[config.mk]
export PLATFORM = sky130hd
export DESIGN_NAME = msg_loader_flat
export DESIGN_NICKNAME = d
export VERILOG_FILES = /design/src/rtl/msg_pkg.sv /design/src/rtl/msg_loader_if.sv /design/src/rtl/msg_loader.sv /design/src/flat_wrapper.sv
export SDC_FILE = /design/constraint.sdc
export NUM_CORES = 1
export LEC_CHECK = 0
export CAP_MARGIN = 10
export CELL_PAD_IN_SITES_DETAIL_PLACEMENT = 2
export CELL_PAD_IN_SITES_GLOBAL_PLACEMENT = 2
export CORE_MARGIN = 3
export CORE_UTILIZATION = 41
export CTS_BUF_LIST = sky130_fd_sc_hd__clkbuf_8
export CTS_CLUSTER_DIAMETER = 40
export DETAILED_ROUTE_END_ITERATION = 6
export DONT_BUFFER_PORTS = 1
export PLACE_DENSITY = 0.85
export SYNTH_ARGS = -nofsm -noshare
export SYNTH_HDL_FRONTEND = slang
export SYNTH_SLANG_ARGS = --single-unit
[constraint.sdc]
create_clock -name clk -period 4.8 [get_ports clk]
set_clock_uncertainty 0.15 [all_clocks]
set_input_delay 0.72 -clock clk [delete_from_list [all_inputs] [get_ports clk]]
set_output_delay 0.72 -clock clk [all_outputs]
set_load 0.05 [all_outputs]
[src/rtl/msg_pkg.sv]
// rtl/msg_pkg.sv - shared constants and state encoding for the message loader
package msg_pkg;

    localparam int DEPTH  = 16;
    localparam int DATA_W = 16;
    localparam int ADDR_W = $clog2(DEPTH);

    typedef enum logic [1:0] {
        ST_CLEAR  = 2'd0,
        ST_FILL   = 2'd1,
        ST_COMMIT = 2'd2
    } state_e;

endpackage

[src/rtl/msg_loader_if.sv]
// rtl/msg_loader_if.sv - display memory port-A write bundle
interface msg_loader_if #(
    parameter int ADDR_W = msg_pkg::ADDR_W,
    parameter int DATA_W = msg_pkg::DATA_W
);

    logic              ena;
    logic              wea;
    logic [ADDR_W-1:0] addra;
    logic [DATA_W-1:0] dina;

    modport master (output ena, output wea, output addra, output dina);
    modport slave  (input  ena, input  wea, input  addra, input  dina);

endinterface

[src/rtl/msg_loader.sv]
// rtl/msg_loader.sv - write-side driver of the scrolling display message memory
module msg_loader #(
    parameter int DEPTH  = msg_pkg::DEPTH,
    parameter int DATA_W = msg_pkg::DATA_W
) (
    input  logic                    clk,
    input  logic                    reset,
    input  logic [DATA_W-1:0]       sw,
    input  logic                    wr_btn,
    input  logic                    done_btn,
    input  logic                    clear_btn,
    output logic [$clog2(DEPTH):0]  msg_len,
    output logic                    msg_valid,
    output logic                    full,
    output logic                    busy,
    msg_loader_if.master            mem
);

    localparam int ADDR_W = $clog2(DEPTH);
    localparam int LEN_W  = ADDR_W + 1;
    localparam logic [LEN_W-1:0]  LEN_MAX   = LEN_W'(DEPTH);
    localparam logic [ADDR_W-1:0] ADDR_LAST = ADDR_W'(DEPTH - 1);

    import msg_pkg::*;

    state_e              state_q,   state_d;
    logic [ADDR_W-1:0]   clr_cnt_q, clr_cnt_d;
    logic [LEN_W-1:0]    len_q,     len_d;
    logic                wr_q,      wr_d;
    logic [ADDR_W-1:0]   addra_q,   addra_d;
    logic [DATA_W-1:0]   dina_q,    dina_d;
    logic                valid_q,   valid_d;
    logic                full_q,    full_d;
    logic                busy_q,    busy_d;

    // Next-state: clear sweep, message append/commit, clear_btn overrides everything
    always_comb begin
        state_d   = state_q;
        clr_cnt_d = clr_cnt_q;
        len_d     = len_q;
        wr_d      = 1'b0;
        addra_d   = addra_q;
        dina_d    = dina_q;
        valid_d   = valid_q;
        busy_d    = 1'b0;

        if (clear_btn) begin
            // Same starting point as reset: the sweep begins on the following cycle
            state_d   = ST_CLEAR;
            clr_cnt_d = '0;
            len_d     = '0;
            valid_d   = 1'b0;
            busy_d    = 1'b1;
        end else begin
            case (state_q)
                ST_CLEAR: begin
                    wr_d      = 1'b1;
                    addra_d   = clr_cnt_q;
                    dina_d    = '0;
                    busy_d    = 1'b1;
                    clr_cnt_d = clr_cnt_q + 1'b1;
                    if (clr_cnt_q == ADDR_LAST) begin
                        state_d = ST_FILL;
                    end
                end
                ST_FILL: begin
                    if (wr_btn && (len_q != LEN_MAX)) begin
                        wr_d    = 1'b1;
                        addra_d = len_q[ADDR_W-1:0];
                        dina_d  = sw;
                        len_d   = len_q + 1'b1;
                    end
                    // Uses the post-write length so a same-cycle write can make the commit legal
                    if (done_btn && (len_d != '0)) begin
                        state_d = ST_COMMIT;
                        valid_d = 1'b1;
                    end
                end
                ST_COMMIT: begin
                    valid_d = 1'b1;
                end
                default: begin
                    state_d   = ST_CLEAR;
                    clr_cnt_d = '0;
                    busy_d    = 1'b1;
                end
            endcase
        end

        full_d = (len_d == LEN_MAX);
    end

    // State and registered outputs, reset has top priority
    always_ff @(posedge clk) begin
        if (reset) begin
            state_q   <= ST_CLEAR;
            clr_cnt_q <= '0;
            len_q     <= '0;
            wr_q      <= 1'b0;
            addra_q   <= '0;
            dina_q    <= '0;
            valid_q   <= 1'b0;
            full_q    <= 1'b0;
            busy_q    <= 1'b1;
        end else begin
            state_q   <= state_d;
            clr_cnt_q <= clr_cnt_d;
            len_q     <= len_d;
            wr_q      <= wr_d;
            addra_q   <= addra_d;
            dina_q    <= dina_d;
            valid_q   <= valid_d;
            full_q    <= full_d;
            busy_q    <= busy_d;
        end
    end

    assign mem.ena   = wr_q;
    assign mem.wea   = wr_q;
    assign mem.addra = addra_q;
    assign mem.dina  = dina_q;
    assign msg_len   = len_q;
    assign msg_valid = valid_q;
    assign full      = full_q;
    assign busy      = busy_q;

endmodule

[src/flat_wrapper.sv]
// flat-port wrapper written by rule: the top's interface ports become plain ports
module msg_loader_flat import msg_pkg::*;
#(
    parameter int DEPTH  = msg_pkg::DEPTH,
    parameter int DATA_W = msg_pkg::DATA_W
)
  (clk, reset, sw, wr_btn, done_btn, clear_btn, msg_len, msg_valid, full, busy, mem_ena, mem_wea, mem_addra, mem_dina);
  msg_loader_if #(.DATA_W(DATA_W)) mem_i ();
  input  logic clk;
  input  logic reset;
  input  logic [DATA_W-1:0] sw;
  input  logic wr_btn;
  input  logic done_btn;
  input  logic clear_btn;
  output logic [$clog2(DEPTH):0] msg_len;
  output logic msg_valid;
  output logic full;
  output logic busy;
  output wire logic [$bits(mem_i.ena)-1:0] mem_ena;
  output wire logic [$bits(mem_i.wea)-1:0] mem_wea;
  output wire logic [$bits(mem_i.addra)-1:0] mem_addra;
  output wire logic [$bits(mem_i.dina)-1:0] mem_dina;
  assign mem_ena = mem_i.ena;
  assign mem_wea = mem_i.wea;
  assign mem_addra = mem_i.addra;
  assign mem_dina = mem_i.dina;
  msg_loader #(.DEPTH(DEPTH), .DATA_W(DATA_W)) u_core (.clk(clk), .reset(reset), .sw(sw), .wr_btn(wr_btn), .done_btn(done_btn), .clear_btn(clear_btn), .msg_len(msg_len), .msg_valid(msg_valid), .full(full), .busy(busy), .mem(mem_i));
endmodule
==> reports/metrics.yaml <==
place:
  dp_slack_ps: 1620
  place_area_um2: 1750
  dpl.hpwl_um: 3250
  place.gp.congestion: 0.860
  port_buffers: 0
clocking:
  htreeDepth: 2
  cts_buffers: 5
  cts_setup_buffers: 0
  cts_buffer_depth: 2
  cts_tree: "done"
  clock_sinks: 35
  ctsRootBufferMaster: "clkbuf_8"
  clk_pin_slew_worst_paths_ps: 80
  holdBufCountCts: 0
  cts_resized: 0
  clk_latency_ps: 290
setup_path:
  reg2reg_depth: 8
  r2r-end: "u_core.mem.dina[6]$_SDFFE_PP0P_"
  worstPathArrival_ps: 2880
  cp_max_fo: 18
  cp.required_ps: 4830
  start_kind: "flip-flop"
  critPathKind: "flip-flop to flip-flop"
  r2r_slack_ps: 1940
  timing.rr.start: "u_core.msg_len[0]$_SDFF_PP0_"
  crit_path_end_kind: "flip-flop"
synthesis:
  synth_xor_area_share_pct: 2.50
  synth_flop_cell: "dfxtp_1"
  synth_top_family_by_area: "simple AND/OR/NAND/NOR gates"
  syn-num-nets: 213
  avgSynthCellArea_um2: 9.41
  synth_most_common_cell: "nor2_1"
  synth_cells: 186
  synthSimpleGateAreaFrac_pct: 20.8
  netlist_area_um2: 1750
  synth_compound_area_share_pct: 11.7
  synth_area_leaders: "dfxtp_1, mux2i_1, nor2_1, and2_1, ha_1"
  synth-edff-count: 0
  synthMuxAreaShare_pct: 14.5
  synth_top_area_share_pct: 40.0
  synthAdderAreaFrac_pct: 4.29
  synth.yosys.warnings: 0
  ys_seq_elements: 35
  ys_types: 41
  ys_top_cells_by_count: "nor2_1, dfxtp_1, mux2i_1"
  seq_area_frac_synth_pct: 40.0
  yosysTopAreaCell: "dfxtp_1"
  async_reset_ff_share_pct: 0
grt:
  grt_use_met2_pct: 36.2
  grt_pass1_vias: 1502
  antenna_found_initial: 0
  grt_pass1_wl_um: 7470
  grt.met1_usage_pct: 20.1
  overflow: 0
  gr-max-usage-layer: "met2"
  grtUsageTotal_pct: 19.0
  grt_start_max_net_pins: 29
  grt_util_met3_pct: 4.91
finish:
  layout.nets: 212
  drive_above_1_share_pct: 11.8
  post-route-util_pct: 46.0
  fin_area_um2: 1870
  fillers: 424
  area.growth.synth_to_final_pct: 6.58
  antenna_cells: 0
floorplanning:
  floorplan.initialDensity_pct: 43.1
  dieArea_um2: 5090
  rows: 23
  io_pins: 51
  core_area_um2: 4060
  die_w_um: 71.3
  die_height_um: 71.3
pwr:
  cellPowerDensity_nw_per_um2: 293
  ir_worst_vdd_mv: 0.151
  p_leak_nw: 0.713
route:
  detail_route.wl_per_cell_um: 20.3
  vias_per_cell: 5.66
  drc: 0
  route.antenna.remaining_nets: 0
  vias: 1336
  finalWirelength_um: 4780
  drtIter0Drc: 43
  detail_route.first_pass.iterations: 4
timing:
  maxSlewViolCount: 0
  fin_ws_ps: 1940
  rsz0062_at_grt: "false"
  max_freq_ghz: 0.350
  tns_ps: 0
  maxSlewHeadroom_pct: 37.7
  final.min_clock_period_ps: 2860
  fin_crit_sh_pct: 59.5
  worstMarginPinSlew_ps: 934
  hold_viol: 0
  hold_slack_ps: 333
  finalSetupViolCount: 0
min_path:
  holdPathEnd: "u_core.mem.addra[2]$_SDFFE_PP0P_"
  whs_path_depth: 1
  worstHoldStart: "reset"
  hold_path.class: "input port to flip-flop"
outcome:
  status: "complete, no violations"
job:
  cap_violations: 0
==> layout make-up <==
type,count,area [um^2],share of cell area [%]
clock inverters,3,20.0,1.07
repair buffers,3,42.5,2.28
clock buffers,5,68.8,3.69
well taps,50,62.6,3.35
inverters,8,30.0,1.61
flip-flops and latches,35,701,37.6
multi-input cells,132,941,50.4
==> placed cells by master, fill, tap and decap left out, drive strengths merged, types with 3 or more instances in the layout <==
cell type / count
nor2: 38
and2: 16
ha: 6
inv: 8
clkbuf: 5
dfxtp: 35
buf: 3
a21oi: 7
mux2: 3
a211oi: 5
nand3: 3
mux2i: 22
nand4: 3
xor2: 3
==> logic make-up (layout without fill, tap and decap cells) <==
family | after synthesis | after routing
adders and majority gates | 6 | 6
muxes | 25 | 25
AOI/OAI and AO/OA | 24 | 24
DFF | 35 | 35
and+or+nand+nor | 72 | 72
xor gates and xnor gates | 5 | 5
buffers and inverters | 19 | 19
==> worst max path at each step <==
stage                                      start                          endpoint  slack, ps  cells after the start
floorplan           u_core.msg_len[0]$_SDFF_PP0_  u_core.mem.dina[10]$_SDFFE_PP0P_       2510                      9
global placement    u_core.msg_len[0]$_SDFF_PP0_  u_core.mem.addra[2]$_SDFFE_PP0P_       1850                      7
detailed placement  u_core.msg_len[0]$_SDFF_PP0_   u_core.mem.dina[7]$_SDFFE_PP0P_       1620                      7
CTS                 u_core.msg_len[0]$_SDFF_PP0_   u_core.mem.dina[9]$_SDFFE_PP0P_       1570                      7
global route        u_core.msg_len[0]$_SDFF_PP0_   u_core.mem.dina[6]$_SDFFE_PP0P_       1800                      8
finish              u_core.msg_len[0]$_SDFF_PP0_   u_core.mem.dina[6]$_SDFFE_PP0P_       1940                      8
==> flip-flops by register name, indices dropped and copies added, names as in the netlist <==
| name | cells |
|---|---|
| u_core.mem.dina | 16 |
| u_core.msg_len | 5 |
| u_core.clr_cnt_q | 4 |
| u_core.mem.addra | 4 |
| u_core.state_q | 2 |
| u_core.busy | 1 |
| u_core.full | 1 |
| u_core.mem.ena | 1 |
| u_core.msg_valid | 1 |
==> layer usage <==
| layer | up-vias | part of all wire [%] |
|---|---|---|
| met3 | 6 | 6.0 |
| li1 | 626 | - |
| met2 | 42 | 54 |
| met4 | 0 | 1.7 |
| met1 | 662 | 38 |
| met5 | - | 0 |
==> metrics by stage <==
step,total power [mW],instances
final,0.547,236
after global routing,0.572,236
after CTS,0.551,235
after detailed placement,0.334,227
after global placement,0.332,227
after floorplan,0.335,186
==> critical path, cell delays in order (launching register included) <==
cell and delay [ps]:
dfxtp_1 790, inv_1 180, ha_1 280, nand3b_4 100, o211a_4 210, o21ba_1 440
buf_16 230, mux2i_1 270, nor2_1 100
==> report_power, final <==
group / internal, mW / total, mW / switching [mW] / leakage [nW]
Combinational: 0.0107 / 0.0235 / 0.0128 / 0.390
Sequential: 0.293 / 0.306 / 0.0130 / 0.283
Clock: 0.101 / 0.217 / 0.116 / 0.0402
Total: 0.405 / 0.547 / 0.141 / 0.713
(Power assumes the default switching activity.)
